--- config.mk ---
export PLATFORM = sky130hd
export DESIGN_NAME = carregador_instrucoes_uart
export DESIGN_NICKNAME = d
export VERILOG_FILES = /design/src/rtl/carregador_instrucoes_uart.sv
export SDC_FILE = /design/constraint.sdc
export NUM_CORES = 1
export LEC_CHECK = 0
export CORE_ASPECT_RATIO = 2
export CORE_UTILIZATION = 55
export CTS_CLUSTER_DIAMETER = 80
export DETAILED_ROUTE_END_ITERATION = 7
export PLACE_DENSITY = 0.87
export SETUP_SLACK_MARGIN = 0.3
export SYNTH_ARGS = -nofsm -noshare
export SYNTH_HDL_FRONTEND = slang
export SYNTH_SLANG_ARGS = --single-unit
--- constraint.sdc ---
create_clock -name clock -period 5.5 [get_ports clock]
set_input_delay 1.1 -clock clock [delete_from_list [all_inputs] [get_ports clock]]
set_output_delay 1.1 -clock clock [all_outputs]
set_load 0.02 [all_outputs]
--- src/rtl/carregador_instrucoes_uart.sv ---
// UART 8N1 boot loader: length header, big-endian 32-bit words written to instruction memory.
// Optional trailing XOR checksum byte when CARREGADOR_CHECKSUM_EN is defined.
module carregador_instrucoes_uart #(
  parameter int CLKS_POR_BIT = 434,
  parameter int LARG_END     = 7
) (
  input  logic                clock,
  input  logic                reset_n,
  input  logic                rx,
  output logic                mem_escrever,
  output logic [LARG_END-1:0] mem_endereco,
  output logic [31:0]         mem_dado,
  output logic                segurar_cpu,
  output logic                pronto,
  output logic                erro
);

  localparam int CW = $clog2(CLKS_POR_BIT);
  localparam logic [CW-1:0] FIM_BIT  = CW'(CLKS_POR_BIT - 1);
  localparam logic [CW-1:0] FIM_MEIO = CW'(CLKS_POR_BIT / 2 - 1);
  localparam logic [16:0]   CAPACIDADE = 17'(2 ** LARG_END);

  typedef enum logic [1:0] {OCIOSO, START, DADOS, PARADA} rx_estado_t;
  typedef enum logic [2:0] {TAM_H, TAM_L, PALAVRA, CHECKSUM, CONCLUIDO, ERRO} car_estado_t;

`ifdef CARREGADOR_CHECKSUM_EN
  localparam car_estado_t FIM = CHECKSUM;
`else
  localparam car_estado_t FIM = CONCLUIDO;
`endif

  logic rx_meta_q, rx_sinc_q;

  rx_estado_t    rx_q, rx_d;
  logic [CW-1:0] cnt_q, cnt_d;
  logic [2:0]    bit_q, bit_d;
  logic [7:0]    sr_q, sr_d;
  logic          byte_ok_q, byte_ok_d;
  logic          erro_quadro;

  car_estado_t         car_q, car_d;
  logic [15:0]         n_q, n_d, n_novo;
  logic [23:0]         palavra_q, palavra_d;
  logic [1:0]          nbyte_q, nbyte_d;
  logic [LARG_END:0]   indice_q, indice_d;
  logic                mem_escrever_q, mem_escrever_d;
  logic [LARG_END-1:0] mem_endereco_q, mem_endereco_d;
  logic [31:0]         mem_dado_q, mem_dado_d;
`ifdef CARREGADOR_CHECKSUM_EN
  logic [7:0]          xor_q, xor_d;
`endif

  always_ff @(posedge clock or negedge reset_n) begin
    if (!reset_n) begin
      rx_meta_q <= 1'b1;
      rx_sinc_q <= 1'b1;
    end else begin
      rx_meta_q <= rx;
      rx_sinc_q <= rx_meta_q;
    end
  end

  always_ff @(posedge clock or negedge reset_n) begin
    if (!reset_n) begin
      rx_q      <= OCIOSO;
      cnt_q     <= '0;
      bit_q     <= '0;
      sr_q      <= '0;
      byte_ok_q <= 1'b0;
    end else begin
      rx_q      <= rx_d;
      cnt_q     <= cnt_d;
      bit_q     <= bit_d;
      sr_q      <= sr_d;
      byte_ok_q <= byte_ok_d;
    end
  end

  // The framing error is decoded combinationally so the loader reaches ERRO on the stop-sample edge.
  always_comb begin
    rx_d        = rx_q;
    cnt_d       = cnt_q + 1'b1;
    bit_d       = bit_q;
    sr_d        = sr_q;
    byte_ok_d   = 1'b0;
    erro_quadro = 1'b0;
    unique case (rx_q)
      OCIOSO: begin
        cnt_d = '0;
        if (!rx_sinc_q) rx_d = START;
      end
      START: begin
        if (cnt_q == FIM_MEIO) begin
          cnt_d = '0;
          bit_d = '0;
          rx_d  = rx_sinc_q ? OCIOSO : DADOS;
        end
      end
      DADOS: begin
        if (cnt_q == FIM_BIT) begin
          cnt_d = '0;
          sr_d  = {rx_sinc_q, sr_q[7:1]};
          bit_d = bit_q + 1'b1;
          if (bit_q == 3'd7) rx_d = PARADA;
        end
      end
      PARADA: begin
        if (cnt_q == FIM_BIT) begin
          cnt_d       = '0;
          rx_d        = OCIOSO;
          byte_ok_d   = rx_sinc_q;
          erro_quadro = !rx_sinc_q;
        end
      end
      default: rx_d = OCIOSO;
    endcase
  end

  assign n_novo = {n_q[15:8], sr_q};

  always_ff @(posedge clock or negedge reset_n) begin
    if (!reset_n) begin
      car_q          <= TAM_H;
      n_q            <= '0;
      palavra_q      <= '0;
      nbyte_q        <= '0;
      indice_q       <= '0;
      mem_escrever_q <= 1'b0;
      mem_endereco_q <= '0;
      mem_dado_q     <= '0;
`ifdef CARREGADOR_CHECKSUM_EN
      xor_q          <= '0;
`endif
    end else begin
      car_q          <= car_d;
      n_q            <= n_d;
      palavra_q      <= palavra_d;
      nbyte_q        <= nbyte_d;
      indice_q       <= indice_d;
      mem_escrever_q <= mem_escrever_d;
      mem_endereco_q <= mem_endereco_d;
      mem_dado_q     <= mem_dado_d;
`ifdef CARREGADOR_CHECKSUM_EN
      xor_q          <= xor_d;
`endif
    end
  end

  always_comb begin
    car_d          = car_q;
    n_d            = n_q;
    palavra_d      = palavra_q;
    nbyte_d        = nbyte_q;
    indice_d       = indice_q;
    mem_escrever_d = 1'b0;
    mem_endereco_d = mem_endereco_q;
    mem_dado_d     = mem_dado_q;
`ifdef CARREGADOR_CHECKSUM_EN
    xor_d          = xor_q;
    if (byte_ok_q && (car_q == TAM_H || car_q == TAM_L || car_q == PALAVRA))
      xor_d = xor_q ^ sr_q;
`endif
    unique case (car_q)
      TAM_H: begin
        if (erro_quadro) car_d = ERRO;
        else if (byte_ok_q) begin
          n_d   = {sr_q, n_q[7:0]};
          car_d = TAM_L;
        end
      end
      TAM_L: begin
        if (erro_quadro) car_d = ERRO;
        else if (byte_ok_q) begin
          n_d = n_novo;
          if ({1'b0, n_novo} > CAPACIDADE) car_d = ERRO;
          else if (n_novo == 16'd0)       car_d = FIM;
          else                            car_d = PALAVRA;
        end
      end
      PALAVRA: begin
        // Leave only after the final strobe so pronto rises the cycle after it.
        if (erro_quadro) car_d = ERRO;
        else if (mem_escrever_q && 16'(indice_q) == n_q) car_d = FIM;
        else if (byte_ok_q) begin
          palavra_d = {palavra_q[15:0], sr_q};
          nbyte_d   = nbyte_q + 1'b1;
          if (nbyte_q == 2'd3) begin
            mem_escrever_d = 1'b1;
            mem_dado_d     = {palavra_q, sr_q};
            mem_endereco_d = indice_q[LARG_END-1:0];
            indice_d       = indice_q + 1'b1;
          end
        end
      end
`ifdef CARREGADOR_CHECKSUM_EN
      CHECKSUM: begin
        if (erro_quadro) car_d = ERRO;
        else if (byte_ok_q) car_d = (sr_q == xor_q) ? CONCLUIDO : ERRO;
      end
`endif
      default: car_d = car_q;
    endcase
  end

  assign mem_escrever = mem_escrever_q;
  assign mem_endereco = mem_endereco_q;
  assign mem_dado     = mem_dado_q;
  assign segurar_cpu  = (car_q != CONCLUIDO);
  assign pronto       = (car_q == CONCLUIDO);
  assign erro         = (car_q == ERRO);

endmodule
== Yosys cells after proc, flatten, opt, wreduce, memory -nomap -nowiden ==
Index checks and enable logic that the tools add are counted.

* Bits in registers: 118
* Input bits: 3

* Eq/ne operators: 21
* Order comparisons: 1
* Add/sub/neg operators: 4
* Muxes and demuxes: 36
* Reduce and logical (&&, ||, !) cells: 16
* Bitwise logic cells: 4

{| class="wikitable"
|+ Operator list
! cell !! number
|-
| $mux W16 || 2
|-
| $pmux W16 S2 || 1
|-
| $mux W3 || 10
|-
| $pmux W9 S3 || 1
|-
| $mux W9 || 2
|-
| $eq A8 B16 Y1 || 1
|-
| $gt A16 B8 Y1 const B || 1
|-
| $logic_not A16 Y1 || 1
|-
| $mux W8 || 2
|-
| $reduce_and A4 Y1 || 4
|-
| $mux W2 || 6
|-
| $ne A3 B3 Y1 const B || 4
|-
| $ne A2 B2 Y1 const B || 5
|-
| $reduce_and A5 Y1 || 2
|-
| $add A9 B1 Y9 const B || 1
|-
| $eq A3 B3 Y1 const B || 3
|-
| $eq A9 B8 Y1 const B || 1
|-
| $eq A9 B9 Y1 const B || 1
|-
| $mux W1 || 9
|-
| $pmux W3 S3 || 1
|-
| $add A8 B1 Y8 const B || 1
|-
| $pmux W2 S4 || 1
|-
| $eq A2 B2 Y1 const B || 3
|-
| $pmux W3 S2 || 1
|-
| other kinds (15) || 18
|}

== Logic depth before layout (Yosys ltp) ==
* Depth after elaboration: 6
* Mapped depth: 9
* Mapped depth without buffers: 7

== Worst setup path after synthesis ==
Ideal clock, no wire load.

* Path kind: flip-flop to flip-flop
* Start: reg cnt_q[0]
* End: reg mem_dado_q[10] (netlist: mem_dado[10])
* Stages on the path, launching flop included: 8
* Data arrival time: 2.128 ns
* Required time: 5.375 ns
* Buffers on the path: 1
* Setup slack: 3.248 ns
* Cell sequence: dfrtp_1 ha_1 and4_1 nand3_1 nand4_2 nor3b_2 buf_6 mux2_2

* Word-level cells in the longest chain between the ends: 5

{| class="wikitable"
|+ RTL lines
! item !! RTL line !! source
|-
| start: declaration || 35 || <nowiki>logic [CW-1:0] cnt_q, cnt_d;</nowiki>
|-
| start signal: assignment || 72 || <nowiki>cnt_q <= cnt_d;</nowiki>
|-
| $eq A9 B9 Y1 || 108 || <nowiki>if (cnt_q == FIM_BIT) begin</nowiki>
|-
| $mux W1 || 108 ||
|-
| $mux W1 || 87 || <nowiki>unique case (rx_q)</nowiki>
|-
| $not A1 Y1 (no source line) || -- ||
|-
| $reduce_and A5 Y1 (no source line) || -- ||
|-
| end signal: assignment || 142 || <nowiki>mem_dado_q <= mem_dado_d;</nowiki>
|-
| end: declaration || 48 || <nowiki>logic [31:0] mem_dado_q, mem_dado_d;</nowiki>
|}

Every way passes these cells.
A chain may end at the register's enable or synchronous reset.

== Final worst setup path ==
* Start: reg car_q[1]
* End: out erro

* Word-level cells in the longest chain between the ends: 1

{| class="wikitable"
|+ RTL lines
! item !! RTL line !! source
|-
| start: declaration || 41 || <nowiki>car_estado_t car_q, car_d;</nowiki>
|-
| start signal: assignment || 135 || <nowiki>car_q <= car_d;</nowiki>
|-
| $eq A3 B3 Y1 || 210 || <nowiki>assign erro = (car_q == ERRO);</nowiki>
|-
| end: declaration || 15 || <nowiki>output logic erro</nowiki>
|}

Every way passes these cells.

==> impl_metrics.ini <==
[floorplan]
core_um2 = 8708
placementRows = 48
die_area_um2 = 9466
initial_core_util_pct = 57.21
die_x_um = 69.30
io_pins = 46
die_h_um = 136.6

[synth]
ys_seq_area_share_pct = 59.32
ys_ff_latch = 118
ys.flop_type = dfrtp_1
synth_cell_type_count = 39
synthArstFlopShare_pct = 100.0
synth_largest_area_cell = dfrtp_1
synth.avg_cell_area_um2 = 13.50
synth_top_cell_area_share_pct = 58.26
synth.most_common_cell = dfrtp_1
synthesis.nets = 379
netlist_top_cells_area = dfrtp_1 (58%), mux2_2 (19%), xnor2_1 (2.5%), xor2_1 (1.9%), ha_1 (1.8%)
syn-instance-count = 369
synth_warnings = 0
synth_edf_count = 0
synth.cell_area_um2 = 4982
yosys-top-cells-count = dfrtp_1 (116), mux2_2 (84), nand3_1 (17)

[worst_hold_path]
hold_start = rx_meta_q
worst_hold_path_type = register to register
min_to = rx_sinc_q
hold_path_depth = 0

[cts]
cts_made_buffers = 17
clk_latency_ns = 0.41
cts_tree = done
cts_hold_buf = 0
cts.sinks = 118
cts_root_buffer = clkbuf_16
clk_pin_slew_ns = 0.05
cts-resized-gates = 0
post_cts_buffers = 0
clock_path_buffers = 2
htree_levels = 4

[timing]
rsz0062_at_grt = no
tightest_slew_ns = 1.257
hold-worst-slack_ns = 0.3567
period_share_pct = 54.01
fin_crit_ns = 2.971
max_slew_margin_pct = 16.12
fmax_ghz = 0.3366
finalClockSkew_ns = 0.01008
hold_viol = 0
tns_ns = 0
setup_violations = 0
finalMaxSlewViolations = 0

[route]
routed_via_density = 5.697
drcViolationCount = 0
num_vias = 3048
wirelength_um = 9261
ant_nets = 0
firstDrtPassIters = 4
drtIter0Drc = 195
wl_per_cell_um = 17.31

[global_route]
antenna_found_initial = 0
grtUsageTotal_pct = 21.69
globalRouteOverflowTotal = 0
grt_max_degree = 63
grt_pass1_wl_um = 15710
grt_pass1_vias = 3272

[outcome]
outcome = finished clean

[worst_setup_path]
worstPathRequired_ns = 4.40
ff2ff_setup_slack_ns = 2.55
crit-reg2reg-capture = palavra_q[3]
rr_worst_depth = 6
endpoint_kind = output port
start_kind = register
critPathKind = register to output port
rr_startpoint = cnt_q[0]
path_max_fanout = 9
cp.arrival_ns = 1.87

[finish]
areaGrowthSynthToFinish_pct = 20.77
diodes = 0
finalNetCount = 432
drive_above_1_share_pct = 29.20
stdcell_count = 535
n_fill_cell = 590
fin_area_um2 = 6017

[pwr]
leakage_nw = 2.905
powerDensity_nw_per_um2 = 309.4
worst_ir_drop_vdd_mv = 0.2168

[flow_run]
drv_cap = 0

[placed_design]
portBuffers = 45
place_area_um2 = 5483
gp_congestion = 0.8335
hpwl_um = 6143
placedCellCount = 503
[cell type report]
type | count | area [um^2] | area share (%)
inverter | 15 | 56.30 | 0.9357
clock buffer | 17 | 425.4 | 7.070
multi-input combinational | 223 | 1883 | 31.30
clock inverter | 15 | 108.9 | 1.809
sequential | 118 | 2955 | 49.12
timing repair buffer | 47 | 462.9 | 7.694
tap | 100 | 125.1 | 2.079
[cell usage in the layout, fill, tap and decap left out, types with 4 or more instances in the layout]
cell and instances:
clkbuf_16 17, clkinvlp_4 6, nand3_1 17, dfrtp_1 116
clkinv_2 4, mux2_2 84, xor2_1 11, o21ai_0 12
clkdlybuf4s50_1 44, nand2_1 12, nor2_1 16, nor4_1 8
xnor2_1 14, inv_1 15, ha_1 7
[state kept, by name (all words and copies together), names as in the netlist, named ones only]
register	count
rx_meta_q	1
indice_q	8
rx_q	1
mem_dado	32
rx_sinc_q	1
palavra_q	24
car_q	3
cnt_q	9
mem_escrever	1
nbyte_q	2
bit_q	3
mem_endereco	7
sr_q	8
byte_ok_q	1
n_q	16
[cells by family after synthesis]
logic type                 after synthesis  synth area share, %
buffers and inverters                   28                3.013
adders and majority gates                7                1.758
DFF                                    118                59.32
muxes                                   84                18.99
AOI/OAI and AO/OA                       25                3.064
xor gates and xnor gates                25                4.395
and+or+nand+nor                         82                9.468
[routing by layer]
layer	up-vias	GRT usage, %	part of all wire, %
met4	0	12.47	2.8
met2	67	38.46	57
met3	24	5.965	2.9
met5	-	0	0
met1	1553	22.83	37
li1	1404	-	-
[how the worst max path moves through the flow]
stage	end	slack [ns]	cells past startpoint	start
2_1_floorplan	mem_dado[10]	3.25	7	cnt_q[0]
3_3_place_gp	palavra_q[21]	2.70	6	cnt_q[0]
3_5_place_dp	palavra_q[5]	2.53	6	cnt_q[0]
4_1_cts	palavra_q[3]	2.49	6	cnt_q[0]
5_1_grt	palavra_q[3]	2.33	6	cnt_q[0]
6_report	erro	2.53	3	car_q[1]
[critical path, stage by stage, from the launching register on]
cell             delay [ns]
dfrtp_1                0.47
nor2b_1                0.22
and2_1                 0.17
clkdlybuf4s50_1        0.60
[power breakdown]
group	switching (mW)	internal, mW	total [mW]	leakage (nW)
registers	0.000555	0.870	0.871	1.63
logic	0.0159	0.00163	0.0175	1.03
clock network	0.400	0.574	0.974	0.247
[through the flow]
step                      utilization (%)  setup slack [ns]  power [mW]
after floorplan                         -             3.248      0.8861
after global placement              62.96             2.700      0.9038
after detailed placement            62.96             2.528      0.9046
after CTS                           69.09             2.486       1.879
after global routing                69.09             2.334       1.927
final                               69.09             2.529       1.862
(Power assumes the default switching activity.)
